==> src/rtl/melody_sequencer.sv <==
// Melody sequencer: fetches 4-byte notes from a byte ROM and
// plays each one as a square wave on the buzzer pin.
module melody_sequencer #(
    parameter int CLOCK_HZ   = 25000000,
    parameter int ADDR_WIDTH = 12
) (
    input  logic                  Clock,
    input  logic                  Reset,
    input  logic                  Start_i,
    input  logic                  Stop_i,
    output logic                  RomReadEnable_o,
    output logic [ADDR_WIDTH-1:0] RomAddress_o,
    input  logic [7:0]            RomData_i,
    output logic                  Buzzer_o,
    output logic                  Busy_o,
    output logic                  Done_o
);

    localparam int DIV   = CLOCK_HZ / 1000000;
    localparam int PRE_W = (DIV > 1) ? $clog2(DIV) : 1;
    localparam logic [PRE_W-1:0] PRE_LAST = PRE_W'(DIV - 1);

    typedef enum logic [1:0] {
        S_IDLE,
        S_FETCH,
        S_PLAY
    } state_t;

    state_t                r_state;
    state_t                w_next;
    logic [2:0]            r_fidx;
    logic [ADDR_WIDTH-1:0] r_base;
    logic [ADDR_WIDTH-1:0] r_addr_q;
    logic [ADDR_WIDTH-1:0] w_addr;
    logic [15:0]           r_dur;
    logic [15:0]           r_hp;
    logic [15:0]           r_ms;
    logic [15:0]           r_hpcnt;
    logic [9:0]            r_us;
    logic [PRE_W-1:0]      r_presc;
    logic                  r_buzz;
    logic                  r_done;
    logic                  w_re;
    logic                  w_f_last;
    logic                  w_tick;
    logic                  w_ms_wrap;
    logic                  w_ms_done;
    logic                  w_hp_hit;
    logic                  w_toggle;

    assign w_f_last  = (r_state == S_FETCH) && (r_fidx == 3'd4);
    assign w_re      = (r_state == S_FETCH) && (r_fidx != 3'd4);
    assign w_addr    = r_base + ADDR_WIDTH'(r_fidx[1:0]);
    assign w_tick    = (r_presc == PRE_LAST);
    assign w_ms_wrap = w_tick && (r_us == 10'd999);
    assign w_ms_done = w_ms_wrap && ((r_ms + 16'd1) == r_dur);
    assign w_hp_hit  = ((r_hpcnt + 16'd1) == r_hp);
    assign w_toggle  = w_tick && (r_hp != 16'd0) && w_hp_hit;

    // State register
    always_ff @(posedge Clock or posedge Reset) begin
        if (Reset) begin
            r_state <= S_IDLE;
        end else begin
            r_state <= w_next;
        end
    end

    // Next-state decode; Stop overrides everything else
    always_comb begin
        w_next = r_state;
        unique case (r_state)
            S_IDLE: begin
                if (Start_i && !Stop_i) begin
                    w_next = S_FETCH;
                end
            end
            S_FETCH: begin
                if (Stop_i) begin
                    w_next = S_IDLE;
                end else if (w_f_last) begin
                    w_next = (r_dur == 16'd0) ? S_IDLE : S_PLAY;
                end
            end
            S_PLAY: begin
                if (Stop_i) begin
                    w_next = S_IDLE;
                end else if (w_ms_done) begin
                    w_next = S_FETCH;
                end
            end
            default: w_next = S_IDLE;
        endcase
    end

    // Output decode; address holds its last strobed value when idle
    always_comb begin
        RomReadEnable_o = w_re;
        RomAddress_o    = w_re ? w_addr : r_addr_q;
        Busy_o          = (r_state != S_IDLE);
        Buzzer_o        = r_buzz;
        Done_o          = r_done;
    end

    // Fetch sequencing, note base pointer and last-address hold
    always_ff @(posedge Clock or posedge Reset) begin
        if (Reset) begin
            r_fidx   <= 3'd0;
            r_base   <= '0;
            r_addr_q <= '0;
        end else begin
            if ((r_state == S_FETCH) && (w_next == S_FETCH)) begin
                r_fidx <= r_fidx + 3'd1;
            end else begin
                r_fidx <= 3'd0;
            end
            if (w_next == S_IDLE) begin
                r_base <= '0;
            end else if (w_f_last && (w_next == S_PLAY)) begin
                r_base <= r_base + ADDR_WIDTH'(4);
            end
            if (w_re) begin
                r_addr_q <= w_addr;
            end
        end
    end

    // Assemble the big-endian note fields one byte per fetch cycle
    always_ff @(posedge Clock or posedge Reset) begin
        if (Reset) begin
            r_dur <= 16'd0;
            r_hp  <= 16'd0;
        end else if (r_state == S_FETCH) begin
            case (r_fidx)
                3'd1:    r_dur[15:8] <= RomData_i;
                3'd2:    r_dur[7:0]  <= RomData_i;
                3'd3:    r_hp[15:8]  <= RomData_i;
                3'd4:    r_hp[7:0]   <= RomData_i;
                default: ;
            endcase
        end
    end

    // End-marker pulse, suppressed by a simultaneous Stop
    always_ff @(posedge Clock or posedge Reset) begin
        if (Reset) begin
            r_done <= 1'b0;
        end else begin
            r_done <= w_f_last && (r_dur == 16'd0) && !Stop_i;
        end
    end

    // Timebase: us prescaler, us-in-ms, ms and half-period counters
    always_ff @(posedge Clock or posedge Reset) begin
        if (Reset) begin
            r_presc <= '0;
            r_us    <= 10'd0;
            r_ms    <= 16'd0;
            r_hpcnt <= 16'd0;
        end else if (r_state != S_PLAY) begin
            r_presc <= '0;
            r_us    <= 10'd0;
            r_ms    <= 16'd0;
            r_hpcnt <= 16'd0;
        end else begin
            r_presc <= w_tick ? '0 : r_presc + PRE_W'(1);
            if (w_tick) begin
                r_us <= (r_us == 10'd999) ? 10'd0 : r_us + 10'd1;
                if (w_ms_wrap) begin
                    r_ms <= r_ms + 16'd1;
                end
                if (r_hp != 16'd0) begin
                    r_hpcnt <= w_hp_hit ? 16'd0 : r_hpcnt + 16'd1;
                end
            end
        end
    end

    // Buzzer toggles only while playing; forced low otherwise
    always_ff @(posedge Clock or posedge Reset) begin
        if (Reset) begin
            r_buzz <= 1'b0;
        end else if (w_next != S_PLAY) begin
            r_buzz <= 1'b0;
        end else if ((r_state == S_PLAY) && w_toggle) begin
            r_buzz <= ~r_buzz;
        end
    end

endmodule

==> config.mk <==
export PLATFORM = sky130hd
export DESIGN_NAME = melody_sequencer
export DESIGN_NICKNAME = d
export VERILOG_FILES = /design/src/rtl/melody_sequencer.sv
export SDC_FILE = /design/constraint.sdc
export NUM_CORES = 1
export LEC_CHECK = 0
export ABC_AREA = 1
export BUFFER_PORTS_ARGS = -buffer_cell sky130_fd_sc_hd__buf_2
export CORE_UTILIZATION = 50
export DETAILED_ROUTE_END_ITERATION = 10
export PLACE_DENSITY = 0.66
export SLEW_MARGIN = 10
export SYNTH_ARGS = -nofsm -noshare
export SYNTH_HDL_FRONTEND = slang
export SYNTH_SLANG_ARGS = --single-unit
==> constraint.sdc <==
create_clock -name Clock -period 4.2 [get_ports Clock]
set_clock_uncertainty 0.1 [all_clocks]
set_input_delay 0.42 -clock Clock [delete_from_list [all_inputs] [get_ports Clock]]
set_output_delay 0.42 -clock Clock [all_outputs]
set_load 0.05 [all_outputs]
==> After elaboration in Yosys (flattened, before gate mapping) <==
Index checks and enable logic that the tools add are counted.
{ "totals": {"reg_bits": 110, "out_inout_bits": 16, "wordCells": 91, "in_bits": 12} }
{ "classes": {"n_reduce_logical": 29, "addsub": 7, "mux": 25, "eq_ne": 15, "bitwise_logic": 1} }
{ "op_table": {"columns": ["op", "n"], "rows": [
  ["$mux 16", 7],
  ["$mux 12", 3],
  ["$add 16x1->16 const B", 2],
  ["$eq 16x16->1", 2],
  ["$mux 10", 3],
  ["$logic_not 16->1", 1],
  ["$reduce_bool 16->1", 1],
  ["$add 12x2->12", 1],
  ["$add 12x3->12 const B", 1],
  ["$logic_and 1x1->1", 12],
  ["$mux 2", 6],
  ["$reduce_and 2->1", 6],
  ["$reduce_bool 2->1", 6],
  ["$add 10x1->10 const B", 1],
  ["$eq 10x10->1 const B", 1],
  ["$mux 5", 2],
  ["$eq 3x2->1 const B", 2],
  ["$pmux 2 s3", 1],
  ["$add 5x1->5 const B", 1],
  ["$eq 5x5->1 const B", 1],
  ["$eq 2x1->1 const B", 2],
  ["$eq 2x2->1 const B", 2],
  ["$logic_not 2->1", 2],
  ["$ne 2x2->1 const B", 2],
  ["other kinds (8)", 9]
]} }

==> Depth between registers and ports, before layout <==
Gate-level depths: netlist (run 1).
{ "depth": {"depth_word": 10, "mapped_depth": 17, "depth_no_buf": 17} }

==> Least setup slack after synthesis (run 1) <==
OpenSTA, ideal clock, no wires.
{ "synth_timing": {"kind": "register -> output", "startpoint": "register r_fidx[0]", "endpoint": "output RomAddress_o[0]", "stages_incl_launch_ff": 7, "required_time_ps": 3680, "t_arrival_ps": 2209, "setup_slack_ps": 1471, "n_path_buf": 1, "cell_sequence": "dfrtp_1 inv_1 ha_1 nand2_1 nand2_1 clkbuf_1 o21ai_0"} }
{ "synth_via": {"elab_chain_len": 3, "elab_cells_between_ends": 4, "cone_classes": "1 x add/sub; 1 x eq/ne; 1 x mux; 1 x reduce/logical"} }
{ "synth_rtl": {"columns": ["item", "line_no", "source"], "rows": [
  ["from (decl)", "31", "logic [2:0] r_fidx;"],
  ["from (signal assigned)", "113", "r_fidx <= r_fidx + 3'd1;"],
  ["parallel branches: the longest is 2 deep, another holds $add 12x2->12", null, null],
  ["$mux 12 *", null, null],
  ["to (decl)", "12", "output logic [ADDR_WIDTH-1:0] RomAddress_o,"]
]} }
Mark *: on every way between the ends.

==> Worst setup path after layout (run 1) <==
{ "layout_timing": {"startpoint": "register r_fidx[0]", "endpoint": "output RomAddress_o[11]"} }
Same word-level chain as after synthesis.

==> metrics.txt, run 1 <==
final number of hold-violating endpoints=0; dpl cells=between 900 and 1000; I/O Buffers=27; Hold Path Class=in -> async; dpl hpwl=11000 um; Yosys top cell area share=between 40% and 50%; max cap viols=0; Worst-Margin Slew=662 ps; initial DRC count=between 300 and 400; Crit Path Max Fanout=25; mean post-synth cell area=7.38 um^2; synth top area cells=dfrtp_1 45%, nand2_1 15%, nand3_1 6.9%; unrepaired setup endpoints after global routing=false; Via Count=about 5300; vias in the first global route=5303; Layout area overhead=9.27%; Tcrit/Tclk final=67.8%; post-synthesis sequential area ratio=44.7%; ANT nets after route=0; hold_buf cts=0; gpl congestion=0.844; run status=finished clean; wire per inst=14.8 um; Net Count, Synth=roughly 840; TritonCTS clock tree=built; CTS Buffer Depth=2; headroom to the max-slew limit=55.9%; width of the chip=112 um; Post-Syn Area=0.00605 mm^2; row count=39; H-tree levels=3; Distinct cells, synth=34; Tmin final=2850 ps; Worst EP required=3680 ps; Root Buffer=clkbuf_16; fraction of layout cells with a size suffix above 1=9.27%; Power per Cell Area=roughly 330 mW/mm^2; prevailing post-synth register cell=dfrtp_1; fin cells=995; GRT Residual Overflow=0; Leak=3.12 nW; area leader, netlist=dfrtp_1; drt via density=5.35; Max Clock Freq=351 MHz; post-CTS setup buffer count=0; initial cell density of the core=52.1%; synth warn=0; nets=870; cells after synthesis=820; CP Capture Type=output pin; Inserted Clock Buffers=9; GRT Overall Usage=between 20% and 30%; Routed WL=around 15000 um; first-pass GRT wire length=25500 um; clock slew at reported path FFs=80 ps; Die ar.=approximately 0.013 mm^2; startpoint types=flop; Resized Gates After CTS=0; Crit path arrival time=2330 ps; clock latency on the worst-skew pair=360 ps; final count of pins violating max slew=0; total clock sinks=108; final core area utilization=56.9%; DIE HEIGHT=about 110 um; antenna cells=0; Final setup viols=0; core footprint=0.0116 mm^2; first-pass iteration count of the detailed router=5; Ports=28; post-synthesis register bit count=108; Total Neg Setup Slack=0 ps; antenna violations before repair=0; ys async rst share=100%; drt drc=0; pin count of the biggest net entering global routing=a little over 50; Peak VDD IR=0.228 mV; EDFF count, synth=0; Filler Cells Inserted=roughly 1100; CP Class=reg -> out
[routing by layer]
metal / track usage, % / share of wire [%] / vias to the layer above
li1: - / - / 2703
met3: 6.64 / 4.6 / 18
met4: 7.47 / 1.8 / 0
met5: 0 / 0 / -
met2: 45.2 / 50 / 113
met1: 31.9 / 43 / 2493
[worst paths after layout]
path | startpoint | to | slack, ps | cells after the start
hold reg to reg | r_presc[0]$_DFF_PP0_ | r_presc[0]$_DFF_PP0_ | 380 | 1
hold / removal | Reset | r_hpcnt[7]$_DFFE_PP0P_ | 40 | 2
setup reg to reg | r_fidx[0]$_DFF_PP0_ | r_base[7]$_DFFE_PP0P_ | 1370 | 11
max in group asynchronous | Reset | r_ms[13]$_DFFE_PP0P_ | 3050 | 3
min in group Clock | RomData_i[5] | r_hp[5]$_DFFE_PP0P_ | 190 | 3
setup / recovery | r_fidx[0]$_DFF_PP0_ | RomAddress_o[11] | 1350 | 6
[power breakdown]
group          switching (W)  total (W)  internal (W)
Combinational       0.000139   0.000212     0.0000728
Sequential         0.0000602    0.00115       0.00109
Clock               0.000420   0.000836      0.000416
[critical path, cell delays in order, from the launching register on]
cell and delay [ps]:
dfrtp_1 410, inv_1 100, ha_1 210, nand2_1 110
nand2_1 390, o21ai_0 420, buf_2 330
[cell usage after synthesis, types with 2 or more instances]
cell type,number
nand2_1,238
dfrtp_1,108
inv_1,98
nand3_1,83
nor2_1,77
o21ai_0,70
nand4_1,21
clkbuf_1,12
o22ai_1,12
ha_1,11
xor2_1,10
a21oi_1,9
nor3_1,9
nand2_2,7
nor4_1,7
nand3b_1,6
nor2_2,6
xnor2_1,6
nor2_4,5
inv_2,4
nand3_2,3
o21ai_1,3
or2_2,3
nand2_4,2
[placed cells by master, fill, tap and decap left out, types with 2 or more instances in the layout]
master     count
nand3b_1       6
nor2_1        77
a21oi_1        9
o22ai_1       12
buf_4          4
nand4_1       21
o21ai_0       70
or2_2          3
ha_1          11
o21ai_1        3
xnor2_1        6
nand2_4        2
buf_2         27
nand3_2        3
nand3_1       83
nor4_1         7
nor2_2         6
inv_6          4
clkbuf_16      9
inv_1         97
xor2_1        10
dfrtp_1      108
nand2_2        7
nor3_1         9
nand2_1      238
nor2_4         5
inv_2          4
[layout make-up]
class                           instances  area, um^2  area share [%]
Clock buffer                           10         229            3.46
Clock inverter                          6        53.8           0.814
Inverter                              103         389            5.89
Multi-Input combinational cell        594        2890            43.7
Sequential cell                       108        2700            40.9
Tap cell                              143         179            2.71
Timing Repair Buffer                   31         165            2.50
[sequential cells by signal, indices dropped and copies added (netlist names)]
register  count
r_us         10
r_hpcnt      16
r_ms         16
r_addr_q     12
r_base       10
r_state       2
r_dur        16
Buzzer_o      1
r_fidx        3
r_presc       5
r_hp         16
Done_o        1
[stage by stage]
step	total power, W	instance area, um^2	hold slack (ps)	setup slack, ps
floorplan	0.00131	6050	353	834
global placement	0.00137	6330	357	1490
detailed placement	0.00138	6330	378	1370
CTS	0.00222	6610	78.9	1330
global route	0.00230	6610	105	1040
finish	0.00220	6610	37.9	1350
[cell families (layout without fill, tap and decap cells)]
family / count (synthesis) / in the layout / synth area share [%]
adders and majority gates: 11 / 11 / 2.28
AOI/OAI and AO/OA: 97 / 97 / 8.56
xor gates and xnor gates: 16 / 16 / 2.32
DFF: 108 / 108 / 44.7
and+or+nand+nor: 470 / 470 / 34.6
buffers and inverters: 118 / 150 / 7.53
(Power assumes the default switching activity.)
==> run 2: changes to the inputs <==
==> constraint.sdc (replaced) <==
create_clock -name Clock -period 2.7 [get_ports Clock]
set_clock_uncertainty 0.1 [all_clocks]
set_input_delay 0.27 -clock Clock [delete_from_list [all_inputs] [get_ports Clock]]
set_output_delay 0.27 -clock Clock [all_outputs]
set_load 0.05 [all_outputs]
==> run 2 against run 1 <==
Utilization increased by 0.87 points. Sequential power increased by 57%. Count of clock-buffer cells in the layout increased by 1. First-iteration DRC count decreased by 4.8%. Critical endpoint is now r_base[9]$_DFFE_PP0P_. Highest routed layer unchanged.
==> metrics.txt, run 2 (synthesis gave the netlist of run 1 again) <==
grt met3 use=5.28%; Peak VDD IR=0.339 mV; vias in the first global route=5121; Die ar.=0.0125 mm^2; Final setup viols=0; crit-path most repeated cell=nand2_1; clock slew at reported path FFs=70 ps; gpl congestion=0.925; CP top delay family=simple AND/OR/NAND/NOR gates; CP Class=reg -> reg; Inserted Clock Buffers=9; Via Count=5356; startpoint types=flop; DIE HEIGHT=112 um; Crit path arrival time=2600 ps; Pwr Total=between 0.003 and 0.004 W; fraction of layout cells with a size suffix above 1=9.79%; I/O Buffers=27; nets=~900; final count of pins violating max slew=0; row count=39; final number of hold-violating endpoints=0; most frequent cells in the layout=237 x nand2_1, 108 x dfrtp_1, 97 x inv_1; final setup margin=237 ps; TritonCTS clock tree=built; clock latency on the worst-skew pair=about 350 ps; Final Cell Area=0.00671 mm^2; dpl cells=985; Layout area overhead=10.9%; met1 Use GR=about a third; busiest grt layer=met2; Filler Cells Inserted=1085; slowest stage delay, CP=410 ps; CTS Buffer Depth=2; antenna cells=0; post-CTS setup buffer count=0; Total Neg Setup Slack=0 ps; first-pass GRT wire length=about 24000 um; max cap viols=0; core footprint=about 0.012 mm^2; antenna violations before repair=0; GRT Overall Usage=24.6%; Routed WL=14100 um; pin count of the biggest net entering global routing=68; commonest non-fill, non-tap cell in the layout=nand2_1; headroom to the max-slew limit=64.4%; dpl hpwl=10600 um; Tcrit/Tclk final=91.2%; Leak=3.18 nW; Hold Path Class=in -> reg; CP cell instances=ha_1 > nand3_1 > nor2_1 > nand4_1 > nand2_1 > nand2_1 > nand2_1 > nand2_1 > nor2_2 > nand3_2 > a21oi_4 > nand2_4 > nand3_1 > nand2_1; Max Clock Freq=406 MHz; Worst EP required=2840 ps; Ports=28; Post-Place Setup Slack=271 ps; ANT nets after route=0; drt via density=~5.4; Root Buffer=clkbuf_16; CP Capture Type=flop; Worst Path Buf+Inv=0; H-tree levels=3; initial DRC count=360; dpl cell area=0.00638 mm^2; slowest CP cell=dfrtp_1; GR Util met2=41.4%; total clock sinks=108; Power per Cell Area=roughly 530 mW/mm^2; width of the chip=112 um; GRT Residual Overflow=0; wire per inst=around 14 um; unrepaired setup endpoints after global routing=false; Tmin final=2460 ps; Crit Path Max Fanout=8; fin cells=roughly 1000; run status=finished clean; initial cell density of the core=52.1%; drt drc=0; Worst-Margin Slew=533 ps; first-pass iteration count of the detailed router=5
==> run 2: cell count changes in the layout (fill, tap and decap cells not counted), sizes merged <==
cell / delta
buf: +6
bufinv: +2
clkbuf: +1
clkinvlp: +2
dlygate4sd3: +1
inv: -6
==> run 2: timing repair <==
action                                 CTS  global route
endpoints found under the hold margin   13             0
setup endpoints to repair                1            12
hold buffers                             1             0
gates resized for setup                  1             1
==> run 2: per-layer routing <==
layer	vias to the layer above	wire length [um]
li1	2716	-
met2	124	6850
met3	22	626
met4	0	316
met5	-	0
met1	2494	6310
==> run 2: path summary, 6_finish.rpt <==
path                                            start                endpoint  slack (ps)  cells past startpoint
max in group asynchronous                       Reset    r_ms[13]$_DFFE_PP0P_        1440                      4
worst min-delay path                           Stop_i        Done_o$_DFF_PP0_          30                      2
worst max-delay path              r_ms[0]$_DFFE_PP0P_   r_base[9]$_DFFE_PP0P_         240                     14
min in group asynchronous                       Reset  r_hpcnt[0]$_DFFE_PP0P_         370                      3
worst max register to register    r_ms[0]$_DFFE_PP0P_   r_base[9]$_DFFE_PP0P_         240                     14
worst min register to register  r_addr_q[5]$_DFF_PP0_   r_addr_q[5]$_DFF_PP0_         380                      2
==> run 2: layout make-up <==
type                       count  area (um^2)  area share (%)
inverter                     103          390            5.82
multi-input combinational    594         2900            43.2
timing repair buffer          38          233            3.47
sequential                   108         2700            40.3
clock inverter                 4         75.1            1.12
clock buffer                  11          233            3.47
tap                          143          179            2.67
==> run 2: where the power goes <==
part / internal, W / switching [W] / leakage, nW / total, W
Sequential: 0.00169 / 0.000106 / 1.38 / 0.00180
Combinational: 0.000116 / 0.000209 / 1.66 / 0.000325
Clock: 0.000809 / 0.000592 / 0.142 / 0.00140
Total: 0.00262 / 0.000906 / 3.18 / 0.00353
==> run 2: stage by stage <==
stage / util (%) / hold WS (ps)
6_report: 57.8 / 30.1
5_1_grt: 57.8 / 38.9
4_1_cts: 57.7 / 16.8
3_5_place_dp: 55.0 / 184
3_3_place_gp: 55.0 / 174
2_1_floorplan: - / 236
==> run 3: changes to the inputs <==
--- a/config.mk
+++ b/config.mk
@@ -7,6 +7,7 @@
 export LEC_CHECK = 0
 export ABC_AREA = 1
 export BUFFER_PORTS_ARGS = -buffer_cell sky130_fd_sc_hd__buf_2
+export CORE_MARGIN = 2
 export CORE_UTILIZATION = 50
 export DETAILED_ROUTE_END_ITERATION = 10
 export PLACE_DENSITY = 0.66
==> run 3 against run 2 <==
The run now ends with hold timing left. Largest power group unchanged. Critical path type unchanged. Total power up 4.1%. Utilization down 1.2 points. Wire length up 2.6%. Maximum frequency up 0.22%. Count of clock-buffer cells in the layout unchanged.
==> metrics.txt, run 3 (synthesis gave the netlist of run 1 again) <==
initial DRC count=337; H-tree levels=3; internal power component=0.00275 W; most frequent cells in the layout=237 x nand2_1, 108 x dfrtp_1, 96 x inv_1; hold_buf cts=0; Filler Cells Inserted=1136; Max Clock Freq=around 410 MHz; Die ar.=0.0130 mm^2; Worst-Margin Slew=604 ps; Total Neg Setup Slack=0 ps; Root Buffer=clkbuf_16; Psw=0.000923 W; GRT Overall Usage=24.3%; violated checks=hold timing; antenna cells=0; antenna violations before repair=0; Via Count=between 5000 and 6000; Routed WL=around 14000 um; vias in the first global route=5305; commonest non-fill, non-tap cell in the layout=nand2_1; drt drc=0; run status=complete, but fails checks; CP Capture Type=flop; sequential share of power=48.9%; CP Class=reg -> reg; TritonCTS clock tree=built; Worst Reg-to-Reg Cells=13; register area=0.00270 mm^2; core footprint=0.0119 mm^2; width of the chip=114 um; nets=875; first-pass GRT wire length=roughly 25000 um; Final setup viols=0; Leak=3.19 nW; Ports=28; hold_ws=-40.7 ps; gpl congestion=0.893; clock power share=about two fifths; Pwr Total=0.00367 W; Inserted Clock Buffers=9; fin cells=1004; row count=40; I/O Buffers=27; Hold Path Class=in -> async; dpl hpwl=10700 um; Switching Share=25.2%; final number of hold-violating endpoints=38; Logic pwr share=9.1%; Worst EP required=2820 ps; clock latency on the worst-skew pair=350 ps; wire per inst=14.4 um; Final Cell Area=just under 0.007 mm^2; DIE HEIGHT=~110 um; first-pass iteration count of the detailed router=4; Crit Path Max Fanout=16; drt via density=5.39; CTS Buffer Depth=2; Layout area overhead=11.5%; r2r startpoint=r_hpcnt[0]$_DFFE_PP0P_; Power per Cell Area=544 mW/mm^2; worst reg2reg setup slack=around 240 ps; startpoint types=flop; pin count of the biggest net entering global routing=between 100 and 150; initial cell density of the core=50.8%; reg2reg end=r_hpcnt[0]$_DFFE_PP0P_; Tcrit/Tclk final=91.0%; Tmin final=around 2500 ps; dpl cells=988; clock slew at reported path FFs=70 ps; headroom to the max-slew limit=59.7%; final count of pins violating max slew=0; max cap viols=0; Peak VDD IR=between 0.3 and 0.4 mV; total clock sinks=108; ANT nets after route=0; GRT Residual Overflow=0; Crit path arrival time=between 2000 and 3000 ps; dpl cell area=0.00638 mm^2; fraction of layout cells with a size suffix above 1=between 10% and 20%; unrepaired setup endpoints after global routing=false; area of the multi-input gates=0.00290 mm^2
==> run 3: what timing repair did <==
item,4_1_cts,5_1_grt
endpoints found under the hold margin,0,0
endpoints found under the setup margin,0,26
resized for setup,0,4
setup buffers,0,0
==> run 3: worst max-delay path by stage <==
stage | from | end | slack (ps) | cells past startpoint
floorplan | r_fidx[0]$_DFF_PP0_ | RomAddress_o[0] | 120 | 6
global placement | r_ms[0]$_DFFE_PP0P_ | r_base[5]$_DFFE_PP0P_ | 330 | 14
detailed placement | r_hpcnt[0]$_DFFE_PP0P_ | r_hpcnt[0]$_DFFE_PP0P_ | 240 | 13
CTS | r_fidx[0]$_DFF_PP0_ | RomAddress_o[1] | 10 | 6
global route | r_ms[0]$_DFFE_PP0P_ | r_base[5]$_DFFE_PP0P_ | 20 | 14
finish | r_hpcnt[0]$_DFFE_PP0P_ | r_hpcnt[0]$_DFFE_PP0P_ | 240 | 13
==> run 3: power by group through the flow <==
stage	Clock (W)	Sequential, W	Combinational, W
final	0.00154	0.00180	0.000336
after global routing	0.00162	0.00181	0.000395
after CTS	0.00157	0.00179	0.000338
after detailed placement	0	0.00183	0.000336
after global placement	0	0.00182	0.000329
after floorplan	0	0.00179	0.000253
==> run 3: metal layers <==
layer / vias to the layer above / track usage (%) / part of all wire, % / wire, um
met3: 17 / 4.94 / 4.6 / 669
met1: 2548 / 31.7 / 45 / 6490
met2: 125 / 41.2 / 49 / 7110
met5: - / 0 / 0 / 0
li1: 2719 / - / - / -
met4: 0 / 6.75 / 1.4 / 206
==> run 3: layout make-up <==
class	count	area share, %
repair buffers	36	3.19
multi-input cells	594	43.0
clock inverters	5	1.58
inverters	103	5.79
well taps	147	2.73
flip-flops and latches	108	40.1
clock buffers	11	3.60
==> run 3: through the flow <==
| step | util, % | setup slack (ps) |
|---|---|---|
| floorplan | - | 121 |
| global placement | 53.6 | 331 |
| detailed placement | 53.6 | 236 |
| CTS | 56.5 | 10.7 |
| global route | 56.6 | 19.8 |
| finish | 56.6 | 243 |
==> run 3: critical path, cell delays in order, from the launching register on <==
cell and delay, ps:
dfrtp_1 400, ha_1 250, nand3_1 140, inv_2 110, nand2_2 70, nor2_2 160, nand4_1 110, nand2_1 130
nor2_1 50, nand3b_1 160, nor2_1 260, nand2_4 190, nand3_1 120, o21ai_0 80
